--- src/rtl/branch_update_queue_pkg.sv ---
// Shared types and entry layout for the branch update queue.
// Entry packs {pc, target, taken}; the field offsets below describe that packing.
package branch_update_queue_pkg;

  localparam int DEPTH               = 4;
  localparam int PTR_WIDTH           = 2;
  localparam int BPU_UPD_ENTRY_WIDTH = 65;
  localparam int BPU_UPD_PC          = 33;
  localparam int BPU_UPD_TGT         = 1;
  localparam int BPU_UPD_TAKEN       = 0;

  typedef struct packed {
    logic [31:0] pc;
    logic [31:0] target;
    logic        taken;
  } upd_entry_t;

  function automatic logic [31:0] correct_next_pc(input logic        taken,
                                                  input logic [31:0] pc,
                                                  input logic [31:0] target);
    return taken ? target : pc + 32'd4;
  endfunction

endpackage

--- src/rtl/bpu_update_fifo.sv ---
// Generic circular FIFO, one entry per cycle in and out; push ignored when full, pop ignored when empty.
// Head is combinational from storage; push and pop may coincide at any non-full, non-empty count.
module bpu_update_fifo #(
  parameter int WIDTH     = 65,
  parameter int DEPTH     = 4,
  parameter int PTR_WIDTH = 2
) (
  input  logic                 clk,
  input  logic                 rst,
  input  logic                 push,
  input  logic [WIDTH-1:0]     push_dat,
  input  logic                 pop,
  output logic [WIDTH-1:0]     head_dat,
  output logic                 full,
  output logic                 empty,
  output logic [PTR_WIDTH:0]   count
);

  localparam logic [PTR_WIDTH:0] FULL_CNT = DEPTH[PTR_WIDTH:0];

  logic [WIDTH-1:0]     mem [DEPTH];
  logic [PTR_WIDTH-1:0] wr_ptr;
  logic [PTR_WIDTH-1:0] rd_ptr;
  logic                 do_push;
  logic                 do_pop;

  assign full     = (count == FULL_CNT);
  assign empty    = (count == '0);
  assign do_push  = push && !full;
  assign do_pop   = pop && !empty;
  assign head_dat = mem[rd_ptr];

  always_ff @(posedge clk) begin
    if (do_push) mem[wr_ptr] <= push_dat;
  end

  // Pointers are exactly log2(DEPTH) wide, so increment wraps on its own.
  always_ff @(posedge clk or negedge rst) begin
    if (!rst) begin
      wr_ptr <= '0;
      rd_ptr <= '0;
      count  <= '0;
    end else begin
      if (do_push) wr_ptr <= wr_ptr + 1'b1;
      if (do_pop)  rd_ptr <= rd_ptr + 1'b1;
      if (do_push && !do_pop)      count <= count + 1'b1;
      else if (do_pop && !do_push) count <= count - 1'b1;
    end
  end

endmodule

--- src/rtl/branch_update_queue.sv ---
// Queues resolved branches for the predictor (2-cycle min latency, stalls on update_stall_i) and
// emits a registered mispredict redirect; ready drops when full. BRANCH_UPDATE_STATS_EN adds perf counters.
module branch_update_queue
  import branch_update_queue_pkg::*;
(
  input  logic        clk,
  input  logic        rst,
  input  logic        resolve_valid_i,
  output logic        resolve_ready_o,
  input  logic [31:0] resolve_pc_i,
  input  logic        resolve_taken_i,
  input  logic [31:0] resolve_target_i,
  input  logic        pred_taken_i,
  input  logic [31:0] pred_target_i,
  input  logic        update_stall_i,
  output logic        branch_valid_o,
  output logic        branch_taken_o,
  output logic [31:0] branch_pc_o,
  output logic [31:0] branch_target_address_o,
`ifdef BRANCH_UPDATE_STATS_EN
  output logic [31:0] perf_branch_cnt_o,
  output logic [31:0] perf_mispredict_cnt_o,
`endif
  output logic        redirect_valid_o,
  output logic [31:0] redirect_pc_o
);

  localparam logic [PTR_WIDTH:0] FULL_CNT = DEPTH[PTR_WIDTH:0];

  logic                           push;
  logic                           pop;
  logic                           fifo_full;
  logic                           fifo_empty;
  logic [PTR_WIDTH:0]             fifo_count;
  logic [BPU_UPD_ENTRY_WIDTH-1:0] push_dat;
  upd_entry_t                     head;
  logic                           mispredict;

  assign resolve_ready_o = (fifo_count != FULL_CNT);
  assign push            = resolve_valid_i && !fifo_full;
  assign pop             = !fifo_empty && !update_stall_i;

  always_comb begin
    push_dat                     = '0;
    push_dat[BPU_UPD_PC +: 32]   = resolve_pc_i;
    push_dat[BPU_UPD_TGT +: 32]  = resolve_target_i;
    push_dat[BPU_UPD_TAKEN]      = resolve_taken_i;
  end

  // Target mismatch only matters when the branch was actually taken.
  assign mispredict = push && ((resolve_taken_i != pred_taken_i) ||
                               (resolve_taken_i && (resolve_target_i != pred_target_i)));

  bpu_update_fifo #(
    .WIDTH     (BPU_UPD_ENTRY_WIDTH),
    .DEPTH     (DEPTH),
    .PTR_WIDTH (PTR_WIDTH)
  ) u_fifo (
    .clk      (clk),
    .rst      (rst),
    .push     (push),
    .push_dat (push_dat),
    .pop      (pop),
    .head_dat (head),
    .full     (fifo_full),
    .empty    (fifo_empty),
    .count    (fifo_count)
  );

  always_ff @(posedge clk or negedge rst) begin
    if (!rst) begin
      branch_valid_o          <= 1'b0;
      branch_taken_o          <= 1'b0;
      branch_pc_o             <= '0;
      branch_target_address_o <= '0;
      redirect_valid_o        <= 1'b0;
      redirect_pc_o           <= '0;
    end else begin
      branch_valid_o   <= pop;
      redirect_valid_o <= mispredict;
      if (pop) begin
        branch_taken_o          <= head.taken;
        branch_pc_o             <= head.pc;
        branch_target_address_o <= head.target;
      end
      if (mispredict)
        redirect_pc_o <= correct_next_pc(resolve_taken_i, resolve_pc_i, resolve_target_i);
    end
  end

`ifdef BRANCH_UPDATE_STATS_EN
  always_ff @(posedge clk or negedge rst) begin
    if (!rst) begin
      perf_branch_cnt_o     <= '0;
      perf_mispredict_cnt_o <= '0;
    end else begin
      if (push && (perf_branch_cnt_o != 32'hFFFF_FFFF))
        perf_branch_cnt_o <= perf_branch_cnt_o + 32'd1;
      if (mispredict && (perf_mispredict_cnt_o != 32'hFFFF_FFFF))
        perf_mispredict_cnt_o <= perf_mispredict_cnt_o + 32'd1;
    end
  end
`endif

endmodule
--- config.mk ---
export PLATFORM = sky130hd
export DESIGN_NAME = branch_update_queue
export DESIGN_NICKNAME = d
export VERILOG_FILES = /design/src/rtl/branch_update_queue_pkg.sv /design/src/rtl/bpu_update_fifo.sv /design/src/rtl/branch_update_queue.sv
export SDC_FILE = /design/constraint.sdc
export NUM_CORES = 1
export LEC_CHECK = 0
export ABC_CLOCK_PERIOD_IN_PS = 2600
export CAP_MARGIN = 5
export CORE_ASPECT_RATIO = 1.5
export CORE_MARGIN = 3
export CORE_UTILIZATION = 49
export CTS_CLUSTER_SIZE = 28
export DETAILED_ROUTE_END_ITERATION = 8
export PLACE_DENSITY = 0.75
export SYNTH_ARGS = -nofsm -noshare
export SYNTH_HDL_FRONTEND = slang
export SYNTH_SLANG_ARGS = --single-unit
--- constraint.sdc ---
create_clock -name clk -period 2.6 [get_ports clk]
set_input_delay 0.26 -clock clk [delete_from_list [all_inputs] [get_ports clk]]
set_output_delay 0.26 -clock clk [all_outputs]
set_load 0.005 [all_outputs]
==> metrics.cfg <==
[synthesis]
syn-num-nets=895
avgSynthCellArea_um2=18.7
synthFlopType=edfxtp_1
synthArstFlopShare_pct=29.0
syn_inst=786
ys_seq_area_share_pct=71.3
yosys_warnings=0
ys_types=38
netlist_area_um2=14700
postSynthRegisterBits=366
synth-edff-count=260

[critical_path]
worstPathMaxFanout=6
worstRegToRegCells=8
crit_path_frequent_cell=or4_4
crit_chain=clkdlybuf4s50_1, xnor2_1, buf_4, nand4_1, or4_4, or4_4, a41oi_1, nand3_1
path_depth=8
critPathSlowestCell=or4_4
critPathArrivalTime_ns=2.75
crit_type=primary input to register
critPathCapture=redirect_pc_o[20]$_DFFE_PN0P_
worst-path-buf-inv=2
critPathCaptureType=register
r2r-end=u_fifo.count[1]$_DFFE_PN0P_
start_kind=primary input
crit_family=simple AND/OR/NAND/NOR gates
critPathRequiredTime_ns=3.00
slowest_delay_ns=0.59
rrSetupSlack_ns=0.48
cp-startpoint=resolve_target_i[25]
r2r_start=u_fifo.count[0]$_DFFE_PN0P_

[route]
dr.pass1.iters=4
drt_drc_violations_left=0
wl_per_cell_um=23.0
drtIter0Drc=507
via_per_inst=5.46
vias=8193
ant_nets=0
routed_wl_um=34500

[sta]
maxSlewHeadroom_pct=55.5
maxSlewViolCount=0
rsz0062_at_grt=false
hold_viol_final=0
setup_viol=0
max_freq_ghz=0.424
post-route-period-util_pct=90.6
fin_skew_ns=0.0111
fin_tns_setup_ns=0
fin_hold_ws_ns=0.318
tightest_slew_ns=0.668
setup_ws_ns=0.243
fin_crit_ns=2.36

[clock_network]
cts_made_buffers=34
clk_latency_ns=0.52
cts_tree=yes
clk_path_buf_depth=3
h-tree-depth=2
postCtsSetupBuffers=0
root_buffer=clkbuf_16
clk_pin_slew_ns=0.06
cts_num_sinks=366

[power_and_ir_drop]
total_leakage_power_nw=6.75
power.density_nw_per_um2=1040
ir_drop_v=0.000648

[floorplan]
die_w_um=147
rows=77
io_pins=202
coreArea_um2=29500
dieArea_um2=32100
die_y_um=218
initial_utilization_pct=49.8

[placement]
io_buffers=201
gp_congestion=0.821
preCtsSetupSlack_ns=-0.248
dpl_cell_area_um2=17800
dp.cells=1435
dp_hpwl_um=23400

[final_layout]
drive_above_1_share_pct=25.8
layout_common_cells=edfxtp_1 (260), clkdlybuf4s50_1 (199), dfrtp_1 (104), buf_4 (75), mux2_2 (69)
final_common_cell=edfxtp_1
area_delta_synth_final_pct=29.1
final_area_um2=18900
final_cells=1500
fin_nets=1186
n_fill_cell=2116

[global_routing]
track_usage_pct=21.6
grt_max_degree=107
antenna_found_initial=3
overflow=0
grt_pass1_wl_um=52100
grt_pass1_vias=8599

[hold_path]
hold_class=primary input to async pin

[run_status]
status=finished, final reports clean

[flow_run]
max-cap-violations=0

## area by class of cell
type | count | area, µm² | share of cell area (%)
antenna | 3 | 7.51 | 0.0397
clock buffer | 48 | 977 | 5.16
clock inverter | 13 | 121 | 0.641
inverter | 14 | 52.6 | 0.278
multi-input combinational | 374 | 4020 | 21.3
sequential | 366 | 10500 | 55.3
tap | 395 | 494 | 2.61
timing repair buffer | 287 | 2790 | 14.7
## Yosys cell counts (all sizes together), types with 10 or more instances
| library cell | number | area, µm² |
|---|---|---|
| nand2 | 32 | 120 |
| dfrtp | 106 | 2650 |
| nand4 | 11 | 68.8 |
| edfxtp | 260 | 7810 |
| inv | 14 | 52.6 |
| mux2 | 82 | 923 |
| buf | 12 | 73.8 |
| o21ai | 16 | 80.1 |
| mux2i | 10 | 100 |
| clkbuf | 20 | 75.1 |
| and3 | 10 | 62.6 |
| nand3 | 26 | 148 |
| mux4 | 65 | 1460 |
| xnor2 | 34 | 298 |
| xor2 | 30 | 263 |
## where the power goes
group	internal, mW	switching [mW]
Combinational	3.53	2.53
Clock	2.84	2.08
Sequential	7.95	0.661
Total	14.3	5.27
## through the flow
step / total power, mW / util, %
floorplan: 11.7 / -
global placement: 14.8 / 60.4
detailed placement: 14.9 / 60.4
CTS: 19.9 / 64.2
global route: 20.5 / 64.2
finish: 19.6 / 64.2
## worst min path at each step
stage,from,to,slack (ns),cells past startpoint
2_1_floorplan,rst,branch_pc_o[0]$_DFFE_PN0P_,-0.04,0
3_5_place_dp,rst,branch_valid_o$_DFF_PN0_,0.39,2
5_1_grt,rst,branch_valid_o$_DFF_PN0_,0.40,3
6_report,rst,branch_valid_o$_DFF_PN0_,0.32,3
4_1_cts,rst,branch_valid_o$_DFF_PN0_,0.39,3
3_3_place_gp,rst,branch_valid_o$_DFF_PN0_,0.39,2
## cells by family (layout without fill, tap and decap cells)
family                     after synthesis  in the layout  synth area share [%]
xor gates and xnor gates                64             64                  3.82
other                                    0              3                     0
DFF                                    366            366                  71.3
AOI/OAI and AO/OA                       33             33                  1.62
adders and majority gates                7              7                 0.648
muxes                                  157            157                  17.0
buffers and inverters                   46            362                  1.37
and+or+nand+nor                        113            113                  4.27
## tightest hold or removal path, stage by stage
cell	delay (ns)
dlygate4sd3_1	0.52
buf_4	0.11
buf_12	0.39
## per-layer routing
metal | vias up | GRT usage, % | wire length [µm]
met5 | - | 0 | 0
met1 | 4222 | 28.0 | 13500
li1 | 3648 | - | -
met4 | 0 | 9.11 | 1370
met3 | 58 | 4.03 | 1870
met2 | 265 | 36.1 | 17700
## flip-flops by register name, indices dropped and copies added, names as in the netlist
signal	count
branch_pc_o	32
branch_target_address_o	32
u_fifo.wr_ptr	2
u_fifo.rd_ptr	2
branch_taken_o	1
u_fifo.mem	260
u_fifo.count	3
redirect_valid_o	1
redirect_pc_o	32
branch_valid_o	1
## timing repair
item	in CTS	in global routing
endpoints found under the hold margin	106	0
hold buffers	1	0
gates resized for setup	0	0
(Power assumes the default switching activity.)
